--- config.mk ---
export PLATFORM = sky130hd
export DESIGN_NAME = temp_sample_sequencer
export DESIGN_NICKNAME = d
export VERILOG_FILES = /design/src/rtl/temp_sample_sequencer_pkg.sv /design/src/rtl/temp_threshold_regs.sv /design/src/rtl/temp_sample_sequencer.sv
export SDC_FILE = /design/constraint.sdc
export NUM_CORES = 1
export LEC_CHECK = 0
export CAP_MARGIN = 10
export CORE_AREA = 3 3 83 85
export CTS_CLUSTER_DIAMETER = 40
export DETAILED_ROUTE_END_ITERATION = 6
export DIE_AREA = 0 0 86 88
export GPL_TIMING_DRIVEN = 0
export HOLD_SLACK_MARGIN = 0.05
export PLACE_DENSITY_LB_ADDON = 0.25
export SYNTH_ARGS = -nofsm -noshare
export SYNTH_HDL_FRONTEND = slang
export SYNTH_SLANG_ARGS = --single-unit
--- constraint.sdc ---
create_clock -name clk -period 2.2 [get_ports clk]
set_input_delay 0.44 -clock clk [delete_from_list [all_inputs] [get_ports clk]]
set_output_delay 0.44 -clock clk [all_outputs]
set_load 0.02 [all_outputs]
--- src/rtl/temp_sample_sequencer_pkg.sv ---
// rtl/temp_sample_sequencer_pkg.sv - shared states and threshold defaults for the temperature sample sequencer
package temp_sample_sequencer_pkg;

    typedef enum logic [1:0] {
        ST_IDLE  = 2'd0,
        ST_START = 2'd1,
        ST_WAIT  = 2'd2,
        ST_EMIT  = 2'd3
    } state_t;

    localparam logic [7:0] HIGH_DEFAULT_C = 8'd200;
    localparam logic [7:0] LOW_DEFAULT_C  = 8'd180;

endpackage

--- src/rtl/temp_threshold_regs.sv ---
// rtl/temp_threshold_regs.sv - validated high/low threshold registers with reject pulse
module temp_threshold_regs
    import temp_sample_sequencer_pkg::*;
#(
    parameter int          N            = 8,
    parameter logic [N-1:0] HIGH_DEFAULT = N'(HIGH_DEFAULT_C),
    parameter logic [N-1:0] LOW_DEFAULT  = N'(LOW_DEFAULT_C)
) (
    input  logic         clk,
    input  logic         reset,
    input  logic         cfg_we,
    input  logic [N-1:0] cfg_high,
    input  logic [N-1:0] cfg_low,
    output logic [N-1:0] temp_high,
    output logic [N-1:0] temp_low,
    output logic         cfg_err
);

    // A pair is only taken when it leaves a real hysteresis band; equal values are refused.
    always_ff @(posedge clk) begin
        if (reset) begin
            temp_high <= HIGH_DEFAULT;
            temp_low  <= LOW_DEFAULT;
            cfg_err   <= 1'b0;
        end else if (cfg_we) begin
            if (cfg_high > cfg_low) begin
                temp_high <= cfg_high;
                temp_low  <= cfg_low;
                cfg_err   <= 1'b0;
            end else begin
                cfg_err   <= 1'b1;
            end
        end else begin
            cfg_err <= 1'b0;
        end
    end

endmodule

--- src/rtl/temp_sample_sequencer.sv ---
// rtl/temp_sample_sequencer.sv - round-robin ADC sequencer with per-channel averaging and threshold registers
module temp_sample_sequencer
    import temp_sample_sequencer_pkg::*;
#(
    parameter int           N            = 8,
    parameter int           CH           = 4,
    parameter int           AVG_LOG2     = 2,
    parameter int           TIMEOUT      = 255,
    parameter logic [N-1:0] HIGH_DEFAULT = N'(HIGH_DEFAULT_C),
    parameter logic [N-1:0] LOW_DEFAULT  = N'(LOW_DEFAULT_C)
) (
    input  logic                  clk,
    input  logic                  reset,
    input  logic                  enable,
    output logic                  adc_start,
    output logic [$clog2(CH)-1:0] adc_ch,
    input  logic                  adc_done,
    input  logic [N-1:0]          adc_data,
    output logic [N-1:0]          temp_average,
    output logic [$clog2(CH)-1:0] avg_ch,
    output logic                  avg_valid,
    input  logic                  cfg_we,
    input  logic [N-1:0]          cfg_high,
    input  logic [N-1:0]          cfg_low,
    output logic [N-1:0]          temp_high,
    output logic [N-1:0]          temp_low,
    output logic                  cfg_err,
    output logic                  err_timeout
);

    localparam int CW = $clog2(CH);
    localparam int AW = N + AVG_LOG2;
    localparam int TW = $clog2(TIMEOUT + 1);
    localparam int SW = (AVG_LOG2 > 0) ? AVG_LOG2 : 1;
    localparam logic [SW-1:0] LAST_SAMPLE = SW'((1 << AVG_LOG2) - 1);

    state_t         state;
    logic [CW-1:0]  cur_ch;
    logic [AW-1:0]  acc;
    logic [SW-1:0]  sample_cnt;
    logic [TW-1:0]  wait_cnt;
    logic [AW-1:0]  acc_sum;
    logic [CW-1:0]  ch_next;

    assign acc_sum = acc + AW'(adc_data);
    assign ch_next = (cur_ch == CW'(CH - 1)) ? '0 : cur_ch + CW'(1);
    assign adc_ch  = cur_ch;

    always_ff @(posedge clk) begin
        if (reset) begin
            state        <= ST_IDLE;
            cur_ch       <= '0;
            acc          <= '0;
            sample_cnt   <= '0;
            wait_cnt     <= '0;
            adc_start    <= 1'b0;
            avg_valid    <= 1'b0;
            temp_average <= '0;
            avg_ch       <= '0;
            err_timeout  <= 1'b0;
        end else begin
            case (state)
                ST_IDLE: begin
                    if (enable) begin
                        state     <= ST_START;
                        adc_start <= 1'b1;
                    end
                end
                ST_START: begin
                    adc_start <= 1'b0;
                    wait_cnt  <= '0;
                    state     <= ST_WAIT;
                end
                ST_WAIT: begin
                    if (adc_done) begin
                        if (sample_cnt == LAST_SAMPLE) begin
                            // Average and strobe are registered so they appear while in EMIT.
                            acc          <= acc_sum;
                            temp_average <= acc_sum[AVG_LOG2 +: N];
                            avg_ch       <= cur_ch;
                            avg_valid    <= 1'b1;
                            state        <= ST_EMIT;
                        end else if (enable) begin
                            acc        <= acc_sum;
                            sample_cnt <= sample_cnt + SW'(1);
                            adc_start  <= 1'b1;
                            state      <= ST_START;
                        end else begin
                            // Disabled mid-channel: the partial average is dropped, channel kept.
                            acc        <= '0;
                            sample_cnt <= '0;
                            state      <= ST_IDLE;
                        end
                    end else if (wait_cnt == TW'(TIMEOUT)) begin
                        err_timeout <= 1'b1;
                        acc         <= '0;
                        sample_cnt  <= '0;
                        cur_ch      <= ch_next;
                        if (enable) begin
                            adc_start <= 1'b1;
                            state     <= ST_START;
                        end else begin
                            state     <= ST_IDLE;
                        end
                    end else begin
                        wait_cnt <= wait_cnt + TW'(1);
                    end
                end
                ST_EMIT: begin
                    avg_valid  <= 1'b0;
                    acc        <= '0;
                    sample_cnt <= '0;
                    cur_ch     <= ch_next;
                    if (enable) begin
                        adc_start <= 1'b1;
                        state     <= ST_START;
                    end else begin
                        state     <= ST_IDLE;
                    end
                end
                default: state <= ST_IDLE;
            endcase
        end
    end

    temp_threshold_regs #(
        .N            (N),
        .HIGH_DEFAULT (HIGH_DEFAULT),
        .LOW_DEFAULT  (LOW_DEFAULT)
    ) u_threshold_regs (
        .clk       (clk),
        .reset     (reset),
        .cfg_we    (cfg_we),
        .cfg_high  (cfg_high),
        .cfg_low   (cfg_low),
        .temp_high (temp_high),
        .temp_low  (temp_low),
        .cfg_err   (cfg_err)
    );

endmodule

==> impl_metrics.tcl <==
set metrics [dict create \
    ys_top_cells_by_area "dfxtp_1 39%, ha_1 8.5%, mux2i_1 6.8%" \
    initial_utilization_pct 44.39 \
    dp_hpwl_mm 4.745 \
    synth.most_common_cell "dfxtp_1" \
    num_io_pins 61 \
    postSynthCellCount 319 \
    gp_congestion 0.7974 \
    n_antenna_cell 0 \
    ant_nets 0 \
    rsz0062_at_grt "yes" \
    yosysSeqAreaShare_pct 38.80 \
    criticalPathCategory "primary input to register" \
    numCtsBuffers 5 \
    hold_buffers 0 \
    grt_pass1_wl_mm 10.61 \
    cts_tree "built" \
    cp_slowest_cell "clkdlybuf4s50_1" \
    cellLeakagePower_nw 1.422 \
    rows 29 \
    final-max-slew-violation-count 0 \
    area.sequential_sq_um 1081 \
    drtIter0Drc 116 \
    skew_ps 4.474 \
    nFillCells 595 \
    ir_worst_vdd_mv 0.2641 \
    clk_pin_slew_ps 90 \
    drc 0 \
    cp-end-kind "register" \
    tightest_slew_ps 571.9 \
    yosys-top-cells-count "54 x dfxtp_1, 46 x nand2_1, 40 x nor2_1" \
    drive_gt1_share_pct 9.585 \
    fin_crit_sh_pct 97.71 \
    final.setup.worst_slack_ps 50.36 \
    startpoint_type "primary input" \
    finalNonFillerCells 463 \
    dpl_worst_slack_ps -587.4 \
    synth_top_area_cell "dfxtp_1" \
    antenna_found_initial 0 \
    status "complete, no violations" \
    worst_ep_arrival_time_ps 2350 \
    grt_pass1_vias 2336 \
    maxSlewHeadroom_pct 61.87 \
    wl_mm 6.587 \
    max_stage_delay_ps 460 \
    syn-mean-instance-area_sq_um 8.735 \
    ys_ff_latch 54 \
    synth_edf_count 0 \
    num_vias 2460 \
    die-area_sq_um 7568 \
    crit_chain "clkdlybuf4s50_1, ha_2, inv_2, fa_2, nand2b_4, a21oi_4, a21boi_2, and4_1, a311o_1" \
    insertion_delay_ps 310 \
    syn-cell-area_sq_um 2786 \
    first_pass_iters 4 \
    grt_util_all_layers_pct 17.47 \
    yosysTopAreaCellShare_pct 38.80 \
    final_nets 435 \
    h-tree-depth 2 \
    async_flop_share_pct 0 \
    ys_warn_count 0 \
    max_freq_ghz 0.4652 \
    finalSetupViolCount 0 \
    clockRootBuffer "clkbuf_8" \
    cts.sinks 54 \
    worstHoldPathType "register to register" \
    die_y_um 88 \
    wl_per_cell_um 14.23 \
    finalHoldViolCount 0 \
    via_per_inst 5.313 \
    post-route-min-period_ps 2150 \
    clock_path_buffers 2 \
    cp_max_fo 4 \
    place_inst 454 \
    crit_required_ps 2400 \
    fp.dieW_um 86 \
    core_area_sq_um 6277 \
    design_area_sq_um 3617 \
    grt_start_max_net_pins 15 \
    portBuffers 58 \
    syn_to_final_growth_pct 29.82 \
    synth_nets 368 \
    finish.utilization_pct 57.62 \
    placedInstanceArea_sq_um 3463 \
    synth_ff_type "dfxtp_1" \
    overflow 0 \
    ys_types 52 \
    maxCapViolations 0 \
    multi_input_area_sq_um 1592 \
    p_per_area_nw_per_um2 521.1 \
]
path summary, 6_finish.rpt:
path,slack (ps),from,endpoint,cells after the start
setup / recovery,50,adc_data[0],acc[8]$_SDFFE_PP0P_,9
hold / removal,460,temp_average[1]$_SDFFE_PP0P_,temp_average[1]$_SDFFE_PP0P_,2
setup reg to reg,290,acc[0]$_SDFFE_PP0P_,acc[8]$_SDFFE_PP0P_,8
hold reg to reg,460,temp_average[1]$_SDFFE_PP0P_,temp_average[1]$_SDFFE_PP0P_,2
cells in the final DEF, fill, tap and decap left out, drive strengths merged, types with 4 or more instances in the layout:
| cell | synthesis | final |
|---|---|---|
| nand2 | 47 | 47 |
| mux2i | 19 | 19 |
| nand4 | 8 | 8 |
| clkbuf | 11 | 18 |
| nor2 | 40 | 40 |
| dfxtp | 54 | 54 |
| buf | 4 | 6 |
| and4 | 6 | 6 |
| nor4 | 4 | 4 |
| xor2 | 7 | 7 |
| a21oi | 20 | 20 |
| and3 | 4 | 4 |
| nand3 | 9 | 9 |
| a311o | 4 | 4 |
| ha | 19 | 19 |
| inv | 16 | 16 |
| o21ai | 5 | 5 |
| a22oi | 5 | 5 |
| clkdlybuf4s50 | 0 | 58 |
routing by layer:
metal	wire length [um]	up-vias	global-route usage, %	part of all wire, %
li1	-	1259	-	-
met2	3142	51	29.29	48
met1	2966	1144	21.97	45
met3	392	6	4.516	6.0
met4	86	0	5.612	1.3
met5	0	-	0	0
logic make-up after synthesis:
family / Yosys count / share of synthesized area, %
AOI/OAI and AO/OA: 58 / 14.73
xor gates and xnor gates: 10 / 3.143
adders and majority gates: 20 / 9.250
buffers and inverters: 31 / 5.882
DFF: 54 / 38.80
muxes: 19 / 6.825
and+or+nand+nor: 127 / 21.37
report_power, final:
group | leakage, nW | switching, mW | internal (mW)
registers | 0.438 | 0.0176 | 1.00
logic | 0.946 | 0.172 | 0.163
clock network | 0.0383 | 0.308 | 0.220
final cells by class:
cell class | instances | area share [%]
tap | 77 | 2.663
clock buffer | 7 | 2.110
buffer | 15 | 3.217
inverter | 16 | 1.660
sequential | 54 | 29.89
multi-input combinational | 234 | 44.00
timing repair buffer | 60 | 16.46
what timing repair did:
| item | in CTS | in global routing |
|---|---|---|
| endpoints found under the setup margin | 4 | 18 |
| pin swaps | 1 | 6 |
| gates resized for setup | 4 | 10 |
| buffers inserted | 1 | 1 |
state kept, by name, summed over array words and instances, names as in the netlist, 2 cells and up:
name,flops
acc,10
adc_ch,2
avg_ch,2
sample_cnt,2
state,2
temp_average,8
u_threshold_regs.temp_high,8
u_threshold_regs.temp_low,8
wait_cnt,8
per-stage QoR:
stage	hold slack (ps)	total power, mW	setup TNS [ps]
after floorplan	435.6	1.228	0
after global placement	441.5	1.362	-5358
after detailed placement	446.0	1.364	-6009
after CTS	464.9	1.898	0
after global routing	485.3	1.971	-25.62
final	461.7	1.885	0
critical path, delay by kind of cell:
family,cells,cell delay (ps)
buffers and inverters,2,510
AOI/OAI and AO/OA,3,490
adders and majority gates,2,550
and+or+nand+nor,2,360
No activity file was read; power rests on OpenSTA's default activity.
